<file path="src/rtl/jk_bank_driver_pkg.sv">
// Shared types and constants for the JK bank driver: FSM states, excitation codes, settle limit.
package jk_drv_pkg;

    typedef enum logic [1:0] {
        IDLE   = 2'd0,
        DRIVE  = 2'd1,
        SETTLE = 2'd2,
        DONE   = 2'd3
    } drv_state_e;

    // Excitation codes are {J, K}.
    localparam logic [1:0] HOLD = 2'b00;
    localparam logic [1:0] SET  = 2'b10;
    localparam logic [1:0] CLR  = 2'b01;
    localparam logic [1:0] TGL  = 2'b11;

    localparam int SETTLE_MAX = 15;

    function automatic logic [1:0] excite(input logic cur, input logic tgt,
                                          input logic mask, input logic toggle);
        logic [1:0] code;
        code = HOLD;
        if (mask && (cur != tgt)) begin
            if (toggle) code = TGL;
            else        code = tgt ? SET : CLR;
        end
        return code;
    endfunction

endpackage

</file>
<file path="src/rtl/jk_bank_driver_if.sv">
// Request handshake bundle for the JK bank driver: target pattern plus drive-mode flags.
interface jk_bank_driver_if #(
    parameter int WIDTH = 8
) ();
    logic             req_valid;
    logic             req_ready;
    logic [WIDTH-1:0] req_target;
    logic             req_serial;
    logic             req_toggle;

    modport master (
        output req_valid, req_target, req_serial, req_toggle,
        input  req_ready
    );

    modport slave (
        input  req_valid, req_target, req_serial, req_toggle,
        output req_ready
    );
endinterface

</file>
<file path="src/rtl/jk_bank_driver_excite_enc.sv">
// Combinational per-bit JK excitation encoder; only masked bits that differ from cur are driven.
module jk_excite_enc
    import jk_drv_pkg::*;
#(
    parameter int WIDTH = 8
) (
    input  logic [WIDTH-1:0] cur_i,
    input  logic [WIDTH-1:0] tgt_i,
    input  logic [WIDTH-1:0] mask_i,
    input  logic             toggle_i,
    output logic [WIDTH-1:0] j_o,
    output logic [WIDTH-1:0] k_o
);
    always_comb begin
        j_o = '0;
        k_o = '0;
        for (int i = 0; i < WIDTH; i++) begin
            {j_o[i], k_o[i]} = excite(cur_i[i], tgt_i[i], mask_i[i], toggle_i);
        end
    end
endmodule

</file>
<file path="src/rtl/jk_bank_driver.sv">
// JK flip-flop bank driver: moves the bank from its shadowed state to a requested target.
// Optional macro JK_CHECK_EN adds q_obs/mismatch to compare the observed bank at completion.
module jk_bank_driver
    import jk_drv_pkg::*;
#(
    parameter int WIDTH      = 8,
    parameter int SETTLE_CYC = 1
) (
    input  logic             clk,
    input  logic             rst,
    jk_bank_driver_if.slave  req,
    output logic [WIDTH-1:0] j_out,
    output logic [WIDTH-1:0] k_out,
    output logic             busy,
    output logic             done,
    output logic [WIDTH-1:0] shadow_q
`ifdef JK_CHECK_EN
    ,
    input  logic [WIDTH-1:0] q_obs,
    output logic             mismatch
`endif
);
    localparam int         SETTLE_EFF  = (SETTLE_CYC > SETTLE_MAX) ? SETTLE_MAX : SETTLE_CYC;
    localparam logic [3:0] SETTLE_LOAD = (SETTLE_EFF > 0) ? 4'(SETTLE_EFF - 1) : 4'd0;

    drv_state_e       state_q;
    logic [WIDTH-1:0] rem_q;
    logic [WIDTH-1:0] target_q;
    logic             serial_q;
    logic             toggle_q;
    logic [3:0]       cnt_q;
    logic [WIDTH-1:0] j_q;
    logic [WIDTH-1:0] k_q;
    logic             busy_q;
    logic             done_q;
    logic             ready_q;
`ifdef JK_CHECK_EN
    logic             mismatch_q;
`endif

    logic [WIDTH-1:0] rem_acc, lsb_acc, lsb_cur, rem_d, lsb_d;
    logic [WIDTH-1:0] enc_tgt, enc_mask, enc_j, enc_k;
    logic             enc_tgl;

    // In IDLE the encoder prepares the first drive from the incoming request;
    // in DRIVE it prepares the following serial step (nothing for parallel).
    always_comb begin
        rem_acc  = req.req_target ^ shadow_q;
        lsb_acc  = rem_acc & (~rem_acc + WIDTH'(1));
        lsb_cur  = rem_q & (~rem_q + WIDTH'(1));
        rem_d    = serial_q ? (rem_q & ~lsb_cur) : '0;
        lsb_d    = rem_d & (~rem_d + WIDTH'(1));
        enc_tgt  = target_q;
        enc_mask = lsb_d;
        enc_tgl  = toggle_q;
        if (state_q == IDLE) begin
            enc_tgt  = req.req_target;
            enc_mask = req.req_serial ? lsb_acc : rem_acc;
            enc_tgl  = req.req_toggle;
        end
    end

    jk_excite_enc #(.WIDTH(WIDTH)) u_enc (
        .cur_i    (shadow_q),
        .tgt_i    (enc_tgt),
        .mask_i   (enc_mask),
        .toggle_i (enc_tgl),
        .j_o      (enc_j),
        .k_o      (enc_k)
    );

    always_ff @(posedge clk) begin
        if (rst) begin
            state_q    <= IDLE;
            rem_q      <= '0;
            target_q   <= '0;
            serial_q   <= 1'b0;
            toggle_q   <= 1'b0;
            cnt_q      <= '0;
            j_q        <= '0;
            k_q        <= '0;
            busy_q     <= 1'b0;
            done_q     <= 1'b0;
            ready_q    <= 1'b1;
            shadow_q   <= '0;
`ifdef JK_CHECK_EN
            mismatch_q <= 1'b0;
`endif
        end else begin
            done_q <= 1'b0;
            j_q    <= '0;
            k_q    <= '0;
            case (state_q)
                IDLE: begin
                    if (req.req_valid && ready_q) begin
                        target_q <= req.req_target;
                        serial_q <= req.req_serial;
                        toggle_q <= req.req_toggle;
                        rem_q    <= rem_acc;
                        busy_q   <= 1'b1;
                        ready_q  <= 1'b0;
                        if (rem_acc == '0) begin
                            state_q <= DONE;
                            done_q  <= 1'b1;
                        end else begin
                            state_q <= DRIVE;
                            j_q     <= enc_j;
                            k_q     <= enc_k;
                        end
                    end
                end
                DRIVE: begin
                    shadow_q <= serial_q ? (shadow_q ^ lsb_cur) : target_q;
                    rem_q    <= rem_d;
                    if (rem_d != '0) begin
                        j_q <= enc_j;
                        k_q <= enc_k;
                    end else if (SETTLE_EFF > 0) begin
                        state_q <= SETTLE;
                        cnt_q   <= SETTLE_LOAD;
                    end else begin
                        state_q <= DONE;
                        done_q  <= 1'b1;
                    end
                end
                SETTLE: begin
                    if (cnt_q == 4'd0) begin
                        state_q <= DONE;
                        done_q  <= 1'b1;
                    end else begin
                        cnt_q <= cnt_q - 4'd1;
                    end
                end
                DONE: begin
                    state_q <= IDLE;
                    busy_q  <= 1'b0;
                    ready_q <= 1'b1;
`ifdef JK_CHECK_EN
                    if (q_obs != shadow_q) mismatch_q <= 1'b1;
`endif
                end
                default: state_q <= IDLE;
            endcase
        end
    end

    assign req.req_ready = ready_q;
    assign j_out         = j_q;
    assign k_out         = k_q;
    assign busy          = busy_q;
    assign done          = done_q;
`ifdef JK_CHECK_EN
    assign mismatch      = mismatch_q;
`endif

endmodule
</file>
<file path="src/flat_wrapper.sv">
// flat-port wrapper written by rule: the top's interface ports become plain ports
module jk_bank_driver_flat import jk_drv_pkg::*;
#(
    parameter int WIDTH      = 8,
    parameter int SETTLE_CYC = 1
)
  (clk, rst, j_out, k_out, busy, done, shadow_q, req_req_valid, req_req_target, req_req_serial, req_req_toggle, req_req_ready);
  jk_bank_driver_if #(.WIDTH(WIDTH)) req_i ();
  input  logic clk;
  input  logic rst;
  output logic [WIDTH-1:0] j_out;
  output logic [WIDTH-1:0] k_out;
  output logic busy;
  output logic done;
  output logic [WIDTH-1:0] shadow_q;
  input wire logic [$bits(req_i.req_valid)-1:0] req_req_valid;
  input wire logic [$bits(req_i.req_target)-1:0] req_req_target;
  input wire logic [$bits(req_i.req_serial)-1:0] req_req_serial;
  input wire logic [$bits(req_i.req_toggle)-1:0] req_req_toggle;
  output wire logic [$bits(req_i.req_ready)-1:0] req_req_ready;
  assign req_i.req_valid = req_req_valid;
  assign req_i.req_target = req_req_target;
  assign req_i.req_serial = req_req_serial;
  assign req_i.req_toggle = req_req_toggle;
  assign req_req_ready = req_i.req_ready;
  jk_bank_driver #(.WIDTH(WIDTH), .SETTLE_CYC(SETTLE_CYC)) u_core (.clk(clk), .rst(rst), .req(req_i), .j_out(j_out), .k_out(k_out), .busy(busy), .done(done), .shadow_q(shadow_q));
endmodule
</file>
<file path="config.mk">
export PLATFORM = sky130hd
export DESIGN_NAME = jk_bank_driver_flat
export DESIGN_NICKNAME = d
export VERILOG_FILES = /design/src/rtl/jk_bank_driver_pkg.sv /design/src/rtl/jk_bank_driver_if.sv /design/src/rtl/jk_bank_driver_excite_enc.sv /design/src/rtl/jk_bank_driver.sv /design/src/flat_wrapper.sv
export SDC_FILE = /design/constraint.sdc
export NUM_CORES = 1
export LEC_CHECK = 0
export BUFFER_PORTS_ARGS = -buffer_cell sky130_fd_sc_hd__buf_2
export CAP_MARGIN = 20
export CORE_MARGIN = 2
export CORE_UTILIZATION = 55
export DETAILED_ROUTE_END_ITERATION = 10
export GPL_TIMING_DRIVEN = 0
export PLACE_DENSITY = 0.73
export SYNTH_ARGS = -nofsm -noshare
export SYNTH_HDL_FRONTEND = slang
export SYNTH_SLANG_ARGS = --single-unit
</file>
<file path="constraint.sdc">
create_clock -name clk -period 2.8 [get_ports clk]
set_clock_uncertainty 0.2 [all_clocks]
set_input_delay 0.42 -clock clk [delete_from_list [all_inputs] [get_ports clk]]
set_output_delay 0.42 -clock clk [all_outputs]
set_load 0.03 [all_outputs]
</file>
; After elaboration in Yosys (flattened, before gate mapping)
; Index checks and enable logic that the tools add are counted.
[totals]
ff_bits = 51
wordCells = 118
[classes]
addsub = 4
n_bitwise = 10
n_eq_ne = 15
n_reduce_logical = 21
mux = 56
[ops]
columns = operator, n
row1 = $mux W8, 12
row2 = $mux W2, 28
row3 = $pmux W8 S2, 3
row4 = $and A8 B8 Y8, 4
row5 = $not A8 Y8, 4
row6 = $add A8 B1 Y8 const B, 3
row7 = $xor A8 B8 Y8, 2
row8 = $logic_and A1 B1 Y1, 9
row9 = $logic_not A8 Y1, 1
row10 = $mux W4, 2
row11 = $ne A1 B1 Y1, 8
row12 = $pmux W2 S4, 1
row13 = $pmux W4 S2, 1
row14 = $reduce_bool A8 Y1, 1
row15 = $mux W1, 6
row16 = $ne A2 B2 Y1 const B, 3
row17 = $pmux W1 S2, 3
row18 = $reduce_and A2 Y1, 3
row19 = $reduce_and A3 Y1, 2
row20 = $reduce_bool A2 Y1, 3
row21 = $eq A2 B2 Y1 const B, 2
row22 = $logic_not A4 Y1, 1
row23 = $sub A4 B1 Y4 const B, 1
row24 = $eq A2 B1 Y1 const B, 1
row25 = other kinds (2), 2

; Logic depth before layout (Yosys ltp)
; Gate-level depths: netlist of the first run.
[logic_depth]
word_depth = 15
mapped_depth = 10
mapped_depth_nobuf = 7

; By module
; From an unflattened synthesis of the first run, not the netlist that was laid out.
[hier_totals]
hier_cells = 398
hier_area_um2 = 3183.1
[by_module_without_submodules]
columns = module, area_each_um2, n_inst, seq_area_each_um2, cells_each
row1 = jk_bank_driver, 2849.0, 1, 1021.0, 348
row2 = jk_excite_enc, 334.1, 1, 0.0, 50

; Worst setup path after synthesis of the first run
; No wires, ideal clock.
[synth_timing]
path_type = register to register
from = reg u_core.shadow_q[3]
to = reg u_core.j_q[2], in the netlist u_core.j_out[2]
t_arrival_ns = 1.857
setup_slack_ns = 0.599
stages_incl_launch_ff = 8
cell_sequence = dfxtp_1 buf_2 xor2_1 nor4_2 a21oi_2 o31ai_4 buf_6 a211oi_1
[synth_via]
elab_chain_len = 5
[synth_rtl]
columns = element, line_no
row1 = start: declaration, jk_bank_driver.sv:16  ; output logic [WIDTH-1:0] shadow_q
row2 = start signal: assignment, jk_bank_driver.sv:113  ; shadow_q <= serial_q ? (shadow_q ^ lsb_cur) : target_q;
row3 = $xor A8 B8 Y8, jk_bank_driver.sv:48  ; rem_acc = req.req_target ^ shadow_q;
row4 = $logic_not A8 Y1, jk_bank_driver.sv:102  ; if (rem_acc == '0) begin
row5 = $mux W8, jk_bank_driver.sv:102
row6 = $mux W8, jk_bank_driver.sv:95  ; if (req.req_valid && ready_q) begin
row7 = $pmux W8 S2, jk_bank_driver.sv:93  ; case (state_q)
row8 = end signal: assignment, jk_bank_driver.sv:107  ; j_q <= enc_j;
row9 = end signal: assignment, jk_bank_driver.sv:116  ; j_q <= enc_j;
row10 = end: declaration, jk_bank_driver.sv:32  ; logic [WIDTH-1:0] j_q;
; Every way passes these cells.
; A chain may end at the register's enable or synchronous reset.

; Final worst setup path of the first run
[layout_timing]
from = reg u_core.state_q[1]
to = reg u_core.j_q[3], in the netlist u_core.j_out[3]
[layout_via]
elab_chain_len = 8
word_cells_on_any_way = 14
cone_classes = 2 x eq/ne / 10 x mux / 2 x reduce/logical
[layout_rtl]
columns = element, line_no
row1 = start: declaration, jk_bank_driver.sv:26  ; drv_state_e state_q;
row2 = start signal: assignment, jk_bank_driver.sv:74  ; state_q <= IDLE;
row3 = start signal: assignment, jk_bank_driver.sv:103  ; state_q <= DONE;
row4 = start signal: assignment, jk_bank_driver.sv:106  ; state_q <= DRIVE;
row5 = $logic_not A2 Y1, "jk_bank_driver.sv:56, jk_bank_driver.sv:93"
row6 = $mux W8, jk_bank_driver.sv:56  ; if (state_q == IDLE) begin
row7 = $mux W2 or $ne A1 B1 Y1 (tied branches), "jk_bank_driver_pkg.sv:25, jk_bank_driver_pkg.sv:23"
row8 = $mux W2 or $logic_and A1 B1 Y1 (tied branches), "jk_bank_driver_pkg.sv:24, jk_bank_driver_pkg.sv:23"
row9 = $mux W2, jk_bank_driver_pkg.sv:23  ; if (mask && (cur != tgt)) begin
row10 = $mux W8, jk_bank_driver.sv:102
row11 = $mux W8, jk_bank_driver.sv:95
row12 = $pmux W8 S2 *, jk_bank_driver.sv:93
; Every way passes the cells marked *; elsewhere a longest branch is shown, timed or not.

==> flow_summary.ini, run 1 <==
[floorplanning]
io_pins = 40
dieArea_sq_um = 6230
die_w_microns = 78.9
rows = 27
initial_core_util_pct = 56.4
core_area_sq_um = 5470
die_height_microns = 78.9

[sta]
drv_slew = 0
slew_headroom_pct = 45.8
tightest_slew_ns = 0.791
rsz0062_at_grt = no
hold_viol = 0
setup_viol = 0
setup_slack_ns = 0.158
final.min_clock_period_ns = 2.64
tns_ns = 0
fin_crit_sh_pct = 94.3
fmax_ghz = 0.379

[drt]
avgViaCountPerCell = 6.34
wl_met2_microns = 4120
top_layer = met4
drc = 0
firstDrtPassIters = 7
ant_nets = 0
routedWlPerCell_microns = 17.5
met3_length_microns = 762
drt-met1-wl_microns = 3750
wl_microns = 8880
num_vias = 3229
drt_iter0_drc = 346

[global_routing]
antenna_found_initial = 0
grtUsageTotal_pct = 28.9
grt_start_max_net_pins = 17
grt_pass1_wl_microns = 14300
overflow = 0
grt_pass1_vias = 2936

[layout]
fillers = 511
synthToLayoutAreaGrowth_pct = 12.3
diodes = 0
drive_gt1_share_pct = 18.3
nNetsFinal = 455

[yosys]
synth_edf_count = 0
syn-num-nets = 410
synthCells = 391
synth.distinct_cells = 58
yosysWarningCount = 0
synth_ff_type = dfxtp_1
synth_area_sq_um = 3090
synth-seq-area-share_pct = 33.1
async_flop_share_pct = 0
ys_ff_latch = 51
syn_area_per_cell_sq_um = 7.89

[min_path]
hp-start = req_req_target[4]
hold_class = in2reg

[power_and_ir_drop]
p_seq_share_pct = 28.1
p_int_uw = 1750
power.switching_uw = 1780
power.density_nw_per_um2 = 1020
max-vdd-ir-drop_mv = 0.530
power_leakage_uw = 0.00138
combPwrFrac_pct = 58.5
p_sw_share_pct = 50.4
clkPwrFrac_pct = 13.3

[status]
status = finished, final reports clean

[placed_design]
dp_slack_ns = 0.228
io_buffers = 38
place_congestion = 0.956
dpl.hpwl_microns = 6290

[clock_network]
worstSkewPairLatency_ns = 0.31
cts_hold_buf = 0
cts_resized = 0
clock-root-buffer = clkbuf_8
cts_setup_buffers = 0
path_clk_slew_ns = 0.10
cts_buffers = 5
cts_tree = done
htree_levels = 2
cts_num_sinks = 51
cts.path.max_buffers = 2

[setup_path]
endpoint_kind = flip-flop
reg2reg_slack_ns = 0.16
cp_max_fo = 10
timing.rr.start = u_core.state_q[1]
critical_path_class = reg2reg
cp.required_ns = 2.85
startpoint = u_core.state_q[1]
crit_path_start_kind = flip-flop
crit_arrival_ns = 2.69

[flow_run]
maxCapViolCount = 0
-- power groups by stage --
stage | Clock [uW] | Sequential, uW | Combinational (uW)
6_report | 470 | 994 | 2070
5_1_grt | 497 | 1010 | 2240
4_1_cts | 471 | 991 | 2020
3_5_place_dp | 0 | 1010 | 2010
3_3_place_gp | 0 | 999 | 1980
2_1_floorplan | 0 | 1100 | 1410
-- layer usage --
layer	vias up	global-route usage [%]
li1	1514	-
met5	-	0
met3	29	4.89
met4	0	12.2
met1	1525	38.0
met2	161	47.2
-- area by class of cell --
type	count	area, sq um	share of cell area [%]
clock inverter	2	16.3	0.469
clock buffer	6	82.6	2.38
tap	72	90.1	2.60
buffer	30	166	4.80
timing repair buffer	38	190	5.49
inverter	17	63.8	1.84
multi-input combinational	293	1830	52.9
sequential	51	1020	29.5
-- worst paths after layout --
check,end,depth (start not counted)
setup / recovery,u_core.j_out[3],9
hold / removal,u_core.target_q[4],3
setup reg to reg,u_core.j_out[3],9
hold reg to reg,u_core.target_q[0],2
-- state kept, by name (all words and copies together), names as in the netlist, 2 cells and up --
| signal | flops |
|---|---|
| u_core.k_out | 8 |
| u_core.state_q | 2 |
| u_core.target_q | 8 |
| u_core.cnt_q | 4 |
| u_core.j_out | 8 |
| u_core.shadow_q | 8 |
| u_core.rem_q | 8 |
-- per-stage QoR --
stage          area (sq um)  util, %  std cells  total power [uW]  hold WS, ns
2_1_floorplan          3090        -        391              2510        0.236
3_3_place_gp           3370     61.5        501              2980        0.251
3_5_place_dp           3370     61.5        501              3020        0.249
4_1_cts                3460     63.3        509              3480        0.172
5_1_grt                3460     63.3        509              3750        0.184
6_report               3460     63.3        509              3530        0.169
-- cell families (layout without fill, tap and decap cells) --
family          after synthesis  count (layout)  share of synthesized area, %
xor+xnor                     11              11                          3.12
compound gates              125             125                          27.0
buf+inv                      47              93                          7.46
simple gates                140             140                          23.3
flops                        51              51                          33.1
mux                          10              10                          3.28
fa+ha+maj                     7               7                          2.76
-- cell usage after synthesis, types with 2 or more instances --
library cell / count / area share [%]
o31a_1: 2 / 0.57
a31oi_1: 5 / 1.0
nor3_2: 2 / 0.65
nor4_2: 3 / 1.2
a32oi_1: 2 / 0.57
a211o_1: 2 / 0.57
mux2i_1: 9 / 2.9
nand2b_1: 2 / 0.41
nand2_1: 43 / 5.2
o31ai_1: 4 / 0.97
xor2_1: 11 / 3.1
a21oi_1: 43 / 7.0
a22oi_1: 6 / 1.5
a221o_1: 2 / 0.65
inv_1: 17 / 2.1
nor3_1: 22 / 3.6
or4_1: 3 / 0.73
o21a_1: 4 / 0.97
a211oi_1: 8 / 1.9
dfxtp_1: 51 / 33
o311ai_1: 4 / 1.1
nand3_1: 12 / 1.9
ha_1: 6 / 2.4
buf_6: 5 / 1.8
buf_2: 12 / 1.9
or3_1: 3 / 0.61
nor4_1: 4 / 0.81
nor2b_1: 6 / 1.2
o41ai_2: 2 / 1.1
clkbuf_1: 11 / 1.3
a2bb2oi_1: 2 / 0.57
nand3b_1: 2 / 0.49
nand4_1: 5 / 1.0
nor2_1: 26 / 3.2
o22ai_1: 2 / 0.41
o21ai_0: 26 / 4.2
-- cells in the final DEF, fill, tap and decap left out, drive strengths merged, types with 3 or more instances in the layout --
cell,netlist,layout
o311ai,5,5
ha,6,6
nor2,26,26
buf,18,56
or3,3,3
nand2,43,43
a21oi,44,44
nor2b,6,6
nor3,24,24
a22oi,6,6
nand3,12,12
nor4,8,8
inv,17,17
dfxtp,51,51
clkbuf,12,18
o31ai,5,5
a31oi,5,5
o21a,4,4
o21ai,26,26
a211oi,9,9
xor2,11,11
or4,3,3
nand4,5,5
mux2i,9,9
-- worst max-delay path, cell delays in order, from the launching register on --
cell and delay [ns]:
dfxtp_1 0.35, inv_1 0.09, ha_1 0.13, buf_2 0.28, buf_2 0.35, buf_1 0.52, nand2_1 0.09, o21ai_0 0.23
o311ai_1 0.18, nor2_1 0.14
No activity file was read; power rests on OpenSTA's default activity.
==> run 2: changes to the inputs <==
Settings changed: BUFFER_PORTS_ARGS -buffer_cell sky130_fd_sc_hd__buf_2 to -buffer_cell sky130_fd_sc_hd__buf_4.
==> run 2 against run 1 <==
Net effect: count of clock-buffer cells in the layout up 1; first-iteration DRC count shrank 25%; global-route usage up 0.86 points; critical path depth is 1 lower.
==> flow_summary.ini, run 2 (same netlist as run 1, synthesis figures left out) <==
[status]
status = finished, final reports clean

[power_and_ir_drop]
power.density_nw_per_um2 = 1010
power_uw = 3590
max-vdd-ir-drop_mv = 0.531
power_leakage_uw = 0.00140

[floorplanning]
rows = 27
initial_core_util_pct = 56.4
core_area_sq_um = 5470
dieArea_sq_um = 6230
die_w_microns = 78.9
die_height_microns = 78.9
io_pins = 40

[global_routing]
grt_pass1_wl_microns = 14500
antenna_found_initial = 0
grtUsageTotal_pct = 29.8
grt_start_max_net_pins = 16
overflow = 0
grt_pass1_vias = 2991

[setup_path]
endpoint_kind = flip-flop
r2r_cells = 8
crit_chain = inv_1, ha_1, buf_2, buf_2, mux2i_1, nor3_1, a21oi_1, nor3_1
slowest_delay_ns = 0.72
critical_path_class = reg2reg
crit_arrival_ns = 2.58
worst_path_max_delay_cell = mux2i_1
reg2reg_slack_ns = 0.22
cp_max_fo = 10
cp.required_ns = 2.81
crit_path_start_kind = flip-flop

[sta]
tns_ns = 0
rsz0062_at_grt = no
final.min_clock_period_ns = 2.58
setup_viol = 0
hold_ws_ns = 0.161
hold_viol = 0
tightest_slew_ns = 0.789
fin_crit_sh_pct = 92.0
fmax_ghz = 0.388
drv_slew = 0
slew_headroom_pct = 45.9

[drt]
routedWlPerCell_microns = 17.5
drt-met1-wl_microns = 3930
drc = 0
wl_met2_microns = 4250
drt_iter0_drc = 258
avgViaCountPerCell = 6.13
met3_length_microns = 555
top_layer = met4
firstDrtPassIters = 5
ant_nets = 0
num_vias = 3122
wl_microns = 8910

[min_path]
hold-path-cell-count = 3
hold_class = in2reg

[clock_network]
cts_buffers = 5
cts_hold_buf = 0
path_clk_slew_ns = 0.10
cts.path.max_buffers = 2
clock-root-buffer = clkbuf_8
worstSkewPairLatency_ns = 0.31
cts_tree = done
htree_levels = 2
cts_num_sinks = 51

[layout]
diodes = 0
layout_commonest_cell = dfxtp_1
fin_util_pct = 65.2
design_area_sq_um = 3570
synthToLayoutAreaGrowth_pct = 15.6
mostFrequentLayoutCells = dfxtp_1 (51), nand2_1 (43), a21oi_1 (43), buf_4 (38)
nNetsFinal = 455
drive_gt1_share_pct = 18.5

[flow_run]
maxCapViolCount = 0

[placed_design]
dpl.hpwl_microns = 6410
io_buffers = 38
postPlaceCellArea_sq_um = 3460
place_congestion = 0.901
[run 2: path summary, 6_finish.rpt]
| check | startpoint | endpoint |
|---|---|---|
| max | u_core.state_q[0] | u_core.k_out[6] |
| min | req_req_target[6] | u_core.target_q[6] |
| max reg2reg | u_core.state_q[0] | u_core.k_out[6] |
| min reg2reg | u_core.target_q[0] | u_core.target_q[0] |
[run 2: timing repair]
| action | in CTS | in global routing |
|---|---|---|
| endpoints found under the setup margin | 0 | 1 |
| setup buffers | 0 | 0 |
| gates resized for setup | 0 | 1 |
[run 2: per-layer routing]
metal / track usage (%) / vias up
li1: - / 1513
met1: 38.4 / 1449
met2: 50.9 / 139
met3: 4.09 / 21
met4: 11.0 / 0
met5: 0 / -
[run 2: layout make-up]
class	count	area [sq um]
sequential	51	1020
fill	504	1910
multi-input combinational	293	1830
timing repair buffer	38	285
tap	72	90.1
inverter	17	63.8
buffer	30	168
clock buffer	7	96.3
clock inverter	1	7.51
[run 2: report_power, final]
group / switching [uW] / leakage (uW) / internal [uW]
Clock: 264 / 0.0000505 / 226
Sequential: 126 / 0.000415 / 868
Combinational: 1390 / 0.000930 / 719
[run 2: worst max-delay path, delay by kind of cell, from the launching register on]
family                   cells  cell delay (ns)
multiplexers                 1             0.72
AND/OR/NAND/NOR              2             0.18
adder cells (fa/ha/maj)      1             0.14
flip-flops                   1             0.35
AO/OA/AOI/OAI                1             0.15
buffers and inverters        3             0.73
[run 2: stage by stage]
stage | instances | setup slack (ns)
after floorplan | 391 | 0.599
after global placement | 501 | 0.246
after detailed placement | 501 | 0.287
after CTS | 509 | 0.263
after global routing | 509 | 0.0531
final | 509 | 0.224
